[src/rtl/ntt_ram_sched.sv]
// Address/control scheduler for an in-place 256-point NTT / inverse NTT over a dual-port coefficient RAM.
// Define NTT_SCHED_PERF_EN to add the perf_cycles / perf_stall counters.
module ntt_ram_sched #(
   parameter int BF_LAT = 4,
   parameter int ADDR_W = 8
) (
   input  logic              clk,
   input  logic              rst_n,
   input  logic              start,
   input  logic              inverse,
   output logic              busy,
   output logic              done,
   output logic [ADDR_W-1:0] ram_addr_a,
   output logic [ADDR_W-1:0] ram_addr_b,
   output logic              ram_we_a,
   output logic              ram_we_b,
   output logic [7:0]        zeta_idx,
   output logic              bf_in_valid,
   output logic              bf_inverse,
   output logic [2:0]        layer
`ifdef NTT_SCHED_PERF_EN
   ,
   output logic [15:0]       perf_cycles,
   output logic [15:0]       perf_stall
`endif
);

   localparam int L = BF_LAT + 1;

   typedef enum logic [1:0] {S_IDLE, S_RUN, S_DONE} state_t;
   typedef enum logic [1:0] {ACT_NONE, ACT_READ, ACT_WRITE, ACT_LEND} act_t;
   typedef struct packed {
      logic [7:0] a;
      logic [7:0] b;
      logic [7:0] z;
   } rd_t;

   state_t              state_q, state_d;
   logic [7:0]          b_q, b_d;
   logic [2:0]          layer_q, layer_d;
   logic                inv_q, inv_d;
   logic [L-1:0]        dlValid_q, dlValid_d;
   logic [L-1:0][7:0]   dlA_q, dlA_d;
   logic [L-1:0][7:0]   dlB_q, dlB_d;
   act_t                actCur, actNext;
   rd_t                 rdNext;

   // Writes drain the delay-line tail first; reads fill the gaps; a layer ends only once the line is empty.
   function automatic act_t decide(input state_t st, input logic bHi, input logic [L-1:0] vld);
      act_t act;
      act = ACT_NONE;
      if (st == S_RUN) begin
         if (vld[L-1])
            act = ACT_WRITE;
         else if (!bHi)
            act = ACT_READ;
         else if (vld == '0)
            act = ACT_LEND;
      end
      return act;
   endfunction

   // Pair span is 2^s: forward shrinks the span each layer, inverse grows it.
   function automatic rd_t rdAddr(input logic [7:0] bIdx, input logic [2:0] lay, input logic inv);
      rd_t        r;
      logic [2:0] s;
      logic [7:0] len;
      logic [7:0] mask;
      logic [7:0] g;
      s    = inv ? lay : (3'd7 - lay);
      len  = 8'd1 << s;
      mask = len - 8'd1;
      g    = bIdx >> s;
      r.a  = ((g << s) << 1) | (bIdx & mask);
      r.b  = r.a + len;
      if (inv)
         r.z = 8'((9'd256 >> lay) - 9'd1 - {1'b0, g});
      else
         r.z = (8'd1 << lay) + g;
      return r;
   endfunction

   // Outputs are registered, so the action for the coming cycle is decided from the next-state values.
   always_comb begin
      actCur    = decide(state_q, b_q[7], dlValid_q);
      state_d   = state_q;
      b_d       = b_q;
      layer_d   = layer_q;
      inv_d     = inv_q;
      dlValid_d = {dlValid_q[L-2:0], 1'b0};
      dlA_d     = {dlA_q[L-2:0], 8'd0};
      dlB_d     = {dlB_q[L-2:0], 8'd0};
      case (state_q)
         S_IDLE: begin
            if (start) begin
               state_d   = S_RUN;
               b_d       = 8'd0;
               layer_d   = 3'd0;
               inv_d     = inverse;
               dlValid_d = '0;
            end
         end
         S_RUN: begin
            case (actCur)
               ACT_READ: begin
                  dlValid_d[0] = 1'b1;
                  dlA_d[0]     = ram_addr_a;
                  dlB_d[0]     = ram_addr_b;
                  b_d          = b_q + 8'd1;
               end
               ACT_LEND: begin
                  if (layer_q == 3'd7) begin
                     state_d = S_DONE;
                  end else begin
                     layer_d = layer_q + 3'd1;
                     b_d     = 8'd0;
                  end
               end
               default: ;
            endcase
         end
         S_DONE:  state_d = S_IDLE;
         default: state_d = S_IDLE;
      endcase
      actNext = decide(state_d, b_d[7], dlValid_d);
      rdNext  = rdAddr(b_d, layer_d, inv_d);
   end

   always_ff @(posedge clk or negedge rst_n) begin
      if (!rst_n) begin
         state_q     <= S_IDLE;
         b_q         <= 8'd0;
         layer_q     <= 3'd0;
         inv_q       <= 1'b0;
         dlValid_q   <= '0;
         dlA_q       <= '0;
         dlB_q       <= '0;
         busy        <= 1'b0;
         done        <= 1'b0;
         ram_addr_a  <= '0;
         ram_addr_b  <= '0;
         ram_we_a    <= 1'b0;
         ram_we_b    <= 1'b0;
         zeta_idx    <= 8'd0;
         bf_in_valid <= 1'b0;
         bf_inverse  <= 1'b0;
         layer       <= 3'd0;
      end else begin
         state_q     <= state_d;
         b_q         <= b_d;
         layer_q     <= layer_d;
         inv_q       <= inv_d;
         dlValid_q   <= dlValid_d;
         dlA_q       <= dlA_d;
         dlB_q       <= dlB_d;
         busy        <= (state_d == S_RUN);
         done        <= (state_d == S_DONE);
         ram_we_a    <= (actNext == ACT_WRITE);
         ram_we_b    <= (actNext == ACT_WRITE);
         bf_in_valid <= (actCur == ACT_READ);
         bf_inverse  <= inv_d;
         layer       <= layer_d;
         if (actNext == ACT_WRITE) begin
            ram_addr_a <= dlA_d[L-1];
            ram_addr_b <= dlB_d[L-1];
         end else if (actNext == ACT_READ) begin
            ram_addr_a <= rdNext.a;
            ram_addr_b <= rdNext.b;
            zeta_idx   <= rdNext.z;
         end
      end
   end

`ifdef NTT_SCHED_PERF_EN
   // Stall cycles include the empty layer-end cycle as well as drain waits.
   always_ff @(posedge clk or negedge rst_n) begin
      if (!rst_n) begin
         perf_cycles <= 16'd0;
         perf_stall  <= 16'd0;
      end else if (state_q == S_IDLE) begin
         if (start) begin
            perf_cycles <= 16'd0;
            perf_stall  <= 16'd0;
         end
      end else begin
         perf_cycles <= perf_cycles + 16'd1;
         if (state_q == S_RUN && (actCur == ACT_NONE || actCur == ACT_LEND))
            perf_stall <= perf_stall + 16'd1;
      end
   end
`endif

endmodule

[config.mk]
export PLATFORM = sky130hd
export DESIGN_NAME = ntt_ram_sched
export DESIGN_NICKNAME = d
export VERILOG_FILES = /design/src/rtl/ntt_ram_sched.sv
export SDC_FILE = /design/constraint.sdc
export NUM_CORES = 1
export LEC_CHECK = 0
export CAP_MARGIN = 25
export CORE_ASPECT_RATIO = 0.6
export CORE_UTILIZATION = 59
export DETAILED_ROUTE_END_ITERATION = 16
export PLACE_DENSITY = 0.8
export REMOVE_ABC_BUFFERS = 1
export SYNTH_ARGS = -nofsm -noshare
export SYNTH_HDL_FRONTEND = slang
export SYNTH_SLANG_ARGS = --single-unit
[constraint.sdc]
create_clock -name clk -period 5.8 [get_ports clk]
set_input_delay 1.16 -clock clk [delete_from_list [all_inputs] [get_ports clk]]
set_output_delay 1.16 -clock clk [all_outputs]
set_load 0.02 [all_outputs]
### Yosys cells after proc, flatten, opt, wreduce, memory -nomap -nowiden

Index checks and enable logic that the tools add are counted.

* $add $sub $neg: 8
* equality and inequality tests: 8
* multiplexer cells: 36
* reductions and logical operators: 5
* shifts and indexed selects: 5
* bitwise gates (word level): 3

Operators by type and width (number)
* $mux 8: 11
* $pmux 8 s2: 2
* $mux 2: 11
* $add 8x8->8: 2
* $shl 1x3->8 const A: 2
* $sub 8x1->8 const B: 2
* $mux 3: 4
* $logic_not 5->1: 2
* $shr 9x3->8 const A: 1
* $add 8x1->8 const B: 1
* $and 8x8->8: 1
* $eq 2x1->1 const B: 4
* $or 8x8->8: 1
* $shl 8x3->7: 1
* $shr 8x3->8: 1
* $sub 8x8->8: 1
* $eq 2x2->1 const B: 3
* $pmux 3 s2: 1
* $mux 5: 1
* $mux 4: 1
* $pmux 2 s2: 1
* $add 3x1->3 const B: 1
* $eq 3x3->1 const B: 1
* $mux 1: 3
* 6 further kinds: 6

* input port bits: 4
* word-level logic and storage cells: 85
* register bits: 111
* output and inout bits: 33

### Depth between registers and ports, before layout

Gate-level depths: netlist of run 1.

* depth in word-level cells: 17
* mapped depth: 21

### Least setup slack after synthesis of run 1

Ideal clock, no wire load.

* path type: input port to flip-flop
* start: input start
* end: register zeta_idx[7]
* required time: 5663 ps
* data arrival time: 4760 ps
* stages: 17
* library setup time: 137 ps
* slack: 902 ps
* path through: or3b_1 -> a32oi_1 -> inv_2 -> xnor2_1 -> nor3_1 -> a221o_1 -> nor2_1 -> inv_1 -> ha_1 -> a21o_1 -> a21oi_1 -> o21ai_0 -> o41a_1 -> mux2i_1 -> a211oi_1 -> xor2_1 -> a21oi_1

RTL lines
* start, declared: RTL line 9 `input logic start,`
* $mux 3 (*): RTL line 95 `if (start) begin`
* $pmux 3 s2 (*): RTL line 93 `case (state_q)`
* via layer_d[2]: RTL line 40 `logic [2:0] layer_q, layer_d;`
* branches (longest 4 deep; another with $sub 8x1->8)
* $mux 8 (*): RTL line 76 `if (inv)`
* end signal, assigned: RTL line 169 `zeta_idx <= rdNext.z;`
* end, declared: RTL line 17 `output logic [7:0] zeta_idx,`

Mark *: on every way through the listed nets, which the timed path passes.
A chain may end at the register's enable or synchronous reset.

### Final worst setup path of run 1

Same ends and word-level chain as after synthesis.

==> reports/qor.yml, run 1 <==
outcome:
  status: "finished clean"
yosys:
  synthArstFlopShare_pct: 100.0
  synth_seq_cells: 111
  synth_area_leaders: "dfrtp_1 (51%), ha_1 (5.5%), nand2_1 (2.9%), nor2_1 (2.8%), and2_1 (2.4%)"
  ys_warn_count: 0
  synth_area_per_cell_um2: 10.65
  synthCells: 509
  synth_largest_area_cell: "dfrtp_1"
  synth_area_um2: 5420
  synth_edf_count: 0
  synth_ff_type: "dfrtp_1"
  synth_top_area_share_pct: 51.25
  ys_types: 70
  yosysSeqAreaShare_pct: 51.25
clocking:
  ctsHoldBuffers: 0
  cts_made_buffers: 9
  cts.clk_slew.worst_paths_ns: 0.07
  root_buffer: "clkbuf_16"
  clock_latency_ns: 0.35
  cts.sinks: 111
  ctsLongestPathBuffers: 2
  cts-htree-levels: 3
  cts_tree: "built"
  postCtsSetupBuffers: 0
placement:
  hpwl_um: 8453
  io_buffers: 36
  placedCellCount: 653
  place_congestion: 0.9364
power:
  power_uw: 2724
  ir_drop_mv: 0.3102
  cellPowerDensity_nw_per_um2: 435.5
  leakage_uw: 0.003006
floorplanning:
  core.rowCount: 26
  die_area_um2: 9587
  coreArea_um2: 8718
  die_w_um: 125.7
  initial_core_util_pct: 62.17
  die_y_um: 76.25
  io_pins: 37
cells_and_area:
  antenna_cells: 0
  drive_gt1_share_pct: 11.13
  final_core_utilization_pct: 71.74
  nNetsFinal: 583
  final_cell_count_no_fill: 669
  area_growth_syn_to_layout_pct: 15.40
sta:
  whs_ns: 0.3462
  tightest_slew_ns: 0.9448
  maxSlewHeadroom_pct: 37.01
  fmax_mhz: 183.4
  fin_crit_sh_pct: 93.99
  drv_slew: 0
  setup_viol: 0
  finalHoldViolCount: 0
  finalCriticalPeriod_ns: 5.451
  fin_worst_skew_ns: 0.008633
  rsz0062_at_grt: "false"
grt:
  grtUsageTotal_pct: 26.30
  grt_pass1_vias: 3828
  grt_first_pass_wirelength_um: 19490
  antenna_found_initial: 0
  grt_max_degree: 70
  grt-ovfl-total: 0
worst_setup_path:
  rrSetupSlack_ns: 0.94
  critPathLaunchType: "primary input"
  path_class: "in -> reg"
  path_max_fanout: 9
  required_ns: 6.00
  slowest_delay_ns: 0.56
  worst_setup_path_end_kind: "flip-flop"
  path_cells: "clkdlybuf4s50_1 -> or3b_1 -> a32oi_1 -> inv_2 -> nand2_1 -> mux2i_1 -> buf_4 -> o211a_1 -> a221o_1 -> nor2_1 -> ha_1 -> inv_1 -> fa_1 -> nand2b_1 -> a21oi_1 -> o21a_1 -> o21a_1 -> o32ai_1 -> a211oi_1 -> xor2_1 -> a21oi_1"
  cp_slowest_cell: "clkdlybuf4s50_1"
  arrival_ns: 5.65
  rr_startpoint: "dlValid_q[2]$_DFF_PN0_"
  r2r_cells: 14
  r2r-end: "zeta_idx[7]$_DFFE_PN0P_"
worst_hold_path:
  min_from: "dlA_d[24]$_DFF_PN0_"
  min_path_type: "reg -> reg"
  min_path_cells: 0
  worstHoldEndpoint: "dlA_d[32]$_DFF_PN0_"
detailed_routing:
  drc_errors: 0
  wl_um: 11540
  drtPass1Iterations: 5
  routed-via-count: 3923
  viasPerCell: 5.864
  wl_per_cell_um: 17.25
  dr.first_iter.drc_count: 358
  antenna_left: 0
run:
  drv_cap: 0
[registers in the layout, indices dropped and copies added, names as in the netlist]
name and flops:
b_q 8, busy 1, dlB_d 32, bf_in_valid 1, state_q 2, ram_addr_a 8
inv_q 1, ram_addr_b 8, layer_q 3, zeta_idx 8, ram_we_b 1, dlValid_q 5
done 1, dlA_d 32
[Yosys cell counts, drive strengths merged, types with 3 or more instances]
library cell	n
a21o	10
a21oi	27
a22o	4
a31oi	10
and2	21
and3	6
buf	9
clkbuf	14
dfrtp	111
fa	3
ha	24
inv	29
mux2	12
mux2i	13
nand2	42
nand2b	7
nand3	8
nor2	40
nor2b	3
nor3	9
nor3b	4
nor4	4
o21a	3
o21ai	26
o21bai	4
or2	3
xnor2	13
xor2	8
[power breakdown]
part / internal [uW] / total, uW / switching, uW / leakage [uW]
combinational: 454 / 1010 / 556 / 0.00144
sequential: 988 / 1110 / 118 / 0.00142
clock: 323 / 608 / 285 / 0.000145
total: 1760 / 2720 / 959 / 0.00301
[per-stage QoR]
stage | setup TNS [ns] | instance area, um^2 | worst slack [ns]
after floorplan | -0.01016 | 5309 | -0.01016
after global placement | 0 | 5949 | 0.2113
after detailed placement | 0 | 5949 | 0.03252
after CTS | 0 | 6247 | 0.3974
after global routing | 0 | 6255 | 0.001757
final | 0 | 6255 | 0.3486
[worst max path at each step]
stage          start                       to  slack [ns]  cells after the start
6_report       start  zeta_idx[7]$_DFFE_PN0P_        0.35                     21
5_1_grt        start  zeta_idx[7]$_DFFE_PN0P_       0.002                     21
4_1_cts        start  zeta_idx[7]$_DFFE_PN0P_        0.40                     19
3_5_place_dp   start  zeta_idx[7]$_DFFE_PN0P_        0.03                     19
3_3_place_gp   start  zeta_idx[7]$_DFFE_PN0P_        0.21                     21
2_1_floorplan  start  zeta_idx[7]$_DFFE_PN0P_       -0.01                     17
[timing repair]
| item | 4_1_cts | 5_1_grt |
|---|---|---|
| endpoints found under the hold margin | 0 | 0 |
| gates resized for setup | 0 | 1 |
| endpoints found under the setup margin | 0 | 1 |
[worst max-delay path: cells and delay by family]
family	cells	cell delay, ns
compound gates	9	1.83
xor+xnor	1	0.19
mux	1	0.06
buf+inv	4	0.94
fa+ha+maj	2	0.61
simple gates	4	0.85
[layout by cell type (no fill, tap or decap), types with 3 or more instances in the layout]
| cell type | instances |
|---|---|
| nor2_1 | 40 |
| nor2b_1 | 3 |
| clkbuf_16 | 9 |
| inv_6 | 3 |
| nand2b_1 | 7 |
| a22o_1 | 4 |
| a21o_1 | 10 |
| xnor2_1 | 12 |
| nand3_1 | 8 |
| inv_1 | 28 |
| clkdlybuf4s50_1 | 35 |
| o21ai_0 | 24 |
| nor4_1 | 4 |
| dfrtp_1 | 111 |
| nor3_1 | 8 |
| and3_1 | 6 |
| nor3b_1 | 4 |
| or2_2 | 3 |
| mux2i_1 | 13 |
| ha_1 | 24 |
| xor2_1 | 8 |
| o21a_1 | 3 |
| buf_4 | 20 |
| and2_1 | 21 |
| mux2_2 | 10 |
| o21bai_1 | 4 |
| fa_1 | 3 |
| a21oi_1 | 26 |
| a31oi_1 | 10 |
| nand2_1 | 42 |
[logic make-up (layout without fill, tap and decap cells)]
group | after synthesis | after routing | synth area share [%]
flip-flops | 111 | 111 | 51.25
buffers and inverters | 52 | 100 | 4.063
AND/OR/NAND/NOR | 159 | 159 | 14.98
XOR/XNOR | 22 | 22 | 3.809
other | 1 | 1 | 0.06919
multiplexers | 26 | 26 | 5.448
adder cells (fa/ha/maj) | 27 | 27 | 6.648
AO/OA/AOI/OAI | 111 | 111 | 13.74
[metal layers]
layer	share of wire [%]	up-vias	global-route usage [%]
li1	-	1853	-
met1	51	1925	42.84
met2	41	133	36.00
met3	6.6	12	5.407
met4	0.75	0	5.181
met5	0	-	0
[cell type report]
class,count,area [um^2]
Sequential cell,111,2778
Fill cell,646,2464
Multi-Input combinational cell,346,2430
Timing Repair Buffer,55,500.5
Clock buffer,11,252.7
Tap cell,112,140.1
Inverter,29,108.9
Clock inverter,5,45.04
No activity file was read; power rests on OpenSTA's default activity.
==> inputs of run 2 (changes only) <==
--- a/config.mk
+++ b/config.mk
@@ -11,6 +11,7 @@
 export DETAILED_ROUTE_END_ITERATION = 16
 export PLACE_DENSITY = 0.8
 export REMOVE_ABC_BUFFERS = 1
+export SLEW_MARGIN = 20
 export SYNTH_ARGS = -nofsm -noshare
 export SYNTH_HDL_FRONTEND = slang
 export SYNTH_SLANG_ARGS = --single-unit
==> results of run 2 <==
Final layout, timing and power as in run 1 (identical DEF).
==> inputs of run 3 (changes only) <==
--- a/config.mk
+++ b/config.mk
@@ -6,11 +6,13 @@
 export NUM_CORES = 1
 export LEC_CHECK = 0
 export CAP_MARGIN = 25
+export CELL_PAD_IN_SITES_DETAIL_PLACEMENT = 0
+export CELL_PAD_IN_SITES_GLOBAL_PLACEMENT = 1
 export CORE_ASPECT_RATIO = 0.6
-export CORE_UTILIZATION = 59
+export CORE_UTILIZATION = 47
+export CTS_BUF_LIST = sky130_fd_sc_hd__clkbuf_4 sky130_fd_sc_hd__clkbuf_8 sky130_fd_sc_hd__clkbuf_16
 export DETAILED_ROUTE_END_ITERATION = 16
-export PLACE_DENSITY = 0.8
-export REMOVE_ABC_BUFFERS = 1
+export PLACE_DENSITY_LB_ADDON = 0.1
 export SLEW_MARGIN = 20
 export SYNTH_ARGS = -nofsm -noshare
 export SYNTH_HDL_FRONTEND = slang
==> run 3 against run 2 <==
Worst setup slack improved by 0.0012 ns. Fmax hardly changed. Global-route usage decreased by 4.4 points. Non-clock buffer count grew 1. Register-to-register slack worse by 0.21 ns. Wire length increased by 3.8%. Design area grew 0.72%. Combinational power about the same. Critical path depth down 2. Clock skew down 0.0021 ns.
==> reports/qor.yml, run 3 (synthesis gave the netlist of run 1 again) <==
outcome:
  status: "finished clean"
clocking:
  postCtsSetupBuffers: 0  # unchanged
  cts-resized-gates: 0  # unchanged
  clock_latency_ns: 0.35  # about the same
  ctsLongestPathBuffers: 2  # unchanged
  ctsHoldBuffers: 0  # unchanged
  cts-htree-levels: 3  # unchanged
  cts.sinks: 111  # unchanged
  cts_tree: "built"
  root_buffer: "clkbuf_16"
  cts_made_buffers: 9  # unchanged
  cts.clk_slew.worst_paths_ns: 0.08  # about the same
yosys:
  syn_nets: 540
cells_and_area:
  area_growth_syn_to_layout_pct: 16.23
  drive_gt1_share_pct: 11.11  # -0.020 points
  final_core_utilization_pct: 57.87  # -14 points
  nNetsFinal: 584  # +0.17%
  final_common_cell: "dfrtp_1"
  final_area_um2: 6300  # +0.72%
  antenna_cells: 0  # unchanged
  layout_common_cells: "dfrtp_1 (111), nand2_1 (42), nor2_1 (40)"
sta:
  drv_slew: 0  # unchanged
  fin_worst_skew_ns: 0.006534  # -0.002099 ns
  finalCriticalPeriod_ns: 5.450  # -0.001198 ns
  fmax_mhz: 183.5  # about the same
  setup_viol: 0  # unchanged
  rsz0062_at_grt: "false"
  fin_tns_setup_ns: 0  # unchanged
  fin_crit_sh_pct: 93.97  # about the same
  finalHoldViolCount: 0  # unchanged
  maxSlewHeadroom_pct: 32.32  # -4.7 points
  tightest_slew_ns: 1.015  # +0.07039 ns
detailed_routing:
  drc_errors: 0  # unchanged
  routed-via-count: 3801  # -3.1%
  drtPass1Iterations: 4  # -1
  wl_um: 11980  # +3.8%
  wl_per_cell_um: 17.19  # -0.38%
  dr.first_iter.drc_count: 273  # -24%
  viasPerCell: 5.453  # -7.0%
  antenna_left: 0  # unchanged
worst_setup_path:
  worstSetupStartpoint: "start"
  required_ns: 6.01  # about the same
  r2r-end: "zeta_idx[7]$_DFFE_PN0P_"
  r2r_cells: 18  # +4
  path_class: "in -> reg"
  crit_end: "zeta_idx[7]$_DFFE_PN0P_"
  worst_setup_path_end_kind: "flip-flop"
  path_max_fanout: 6  # -3
  rrSetupSlack_ns: 0.73  # -0.21 ns
  critPathLaunchType: "primary input"
  rr_startpoint: "dlValid_q[2]$_DFF_PN0_"
  arrival_ns: 5.66  # about the same
grt:
  grt_pass1_vias: 3745  # -2.2%
  grt-ovfl-total: 0  # unchanged
  grt_max_degree: 64  # -8.6%
  antenna_found_initial: 0  # unchanged
  grtUsageTotal_pct: 21.88  # -4.4 points
  grt_first_pass_wirelength_um: 19840  # +1.8%
power:
  ir_drop_mv: 0.1993  # -36%
  cellPowerDensity_nw_per_um2: 435.1  # about the same
  leakage_uw: 0.003011  # +0.17%
floorplanning:
  io_pins: 37  # unchanged
  core.rowCount: 29  # +12%
  initial_core_util_pct: 49.79  # -12 points
  die_w_um: 140.6  # +12%
  die_y_um: 85.19  # +12%
  die_area_um2: 11980  # +25%
  coreArea_um2: 10890  # +25%
worst_hold_path:
  min_path_type: "reg -> reg"
placement:
  io_buffers: 36  # unchanged
  place_congestion: 0.8935  # -4.6%
  hpwl_um: 8653  # +2.4%
  dpl_cell_area_um2: 5991  # +0.69%
run:
  drv_cap: 0  # unchanged
==> run 3: cell types whose count changed in the layout (fill, tap and decap cells not counted) <==
cell,before,now
xnor2_1,12,13
xnor2_2,1,0
clkinv_8,0,2
clkinvlp_4,1,0
buf_4,20,21
clkbuf_8,2,1
==> run 3: metal layers <==
metal | GRT usage [%] | vias up | wire length [um]
met5 | 0 | - | 0
met3 | 4.910 | 9 | 654
met4 | 5.435 | 0 | 104
met2 | 28.86 | 98 | 4605
li1 | - | 1849 | -
met1 | 35.46 | 1845 | 6614
==> run 3: worst min-delay path by stage <==
stage,slack [ns],endpoint,cells after the start,start
2_1_floorplan,0.33,dlA_d[16]$_DFF_PN0_,0,dlA_d[8]$_DFF_PN0_
3_3_place_gp,0.33,dlB_d[37]$_DFF_PN0_,0,dlB_d[29]$_DFF_PN0_
3_5_place_dp,0.33,dlA_d[17]$_DFF_PN0_,0,dlA_d[9]$_DFF_PN0_
4_1_cts,0.35,dlB_d[16]$_DFF_PN0_,0,dlB_d[8]$_DFF_PN0_
5_1_grt,0.36,dlA_d[38]$_DFF_PN0_,0,dlA_d[30]$_DFF_PN0_
6_report,0.35,dlA_d[39]$_DFF_PN0_,0,dlA_d[31]$_DFF_PN0_
==> run 3: cell type report <==
type | instances | area, um^2
fill | 974 | 4586
inverter | 29 | 108.9
timing repair buffer | 56 | 508.0
multi-input combinational | 346 | 2422
clock buffer | 10 | 239.0
tap | 139 | 173.9
clock inverter | 6 | 70.07
sequential | 111 | 2778
==> run 3: metrics by stage <==
step	std cells	worst slack [ns]	hold slack (ns)	total power, uW
2_1_floorplan	509	0.9025	0.3312	1726
3_3_place_gp	681	0.1315	0.3313	2102
3_5_place_dp	681	0.08432	0.3347	2115
4_1_cts	697	0.3992	0.3510	2761
5_1_grt	697	0.002000	0.3559	2910
6_report	697	0.3498	0.3473	2741
==> run 3: power breakdown <==
part | internal [uW] | total [uW] | leakage [uW] | switching [uW]
sequential | 987 | 1110 | 0.00142 | 122
combinational | 452 | 1000 | 0.00144 | 551
clock | 319 | 628 | 0.000152 | 309
total | 1760 | 2740 | 0.00301 | 983
==> run 3: critical path: stages <==
cell and delay [ns]:
clkdlybuf4s50_1 0.47, or3b_1 0.43, a21oi_2 0.20, inv_1 0.11, xnor2_1 0.50, nor3_1 0.14, a221o_1 0.43, nor2_1 0.20
ha_1 0.21, inv_1 0.06, fa_1 0.36, nand2b_1 0.17, a21oi_1 0.22, o21a_1 0.20, o21a_1 0.16, o32ai_1 0.10
a211oi_1 0.28, xor2_1 0.17, a21oi_1 0.08
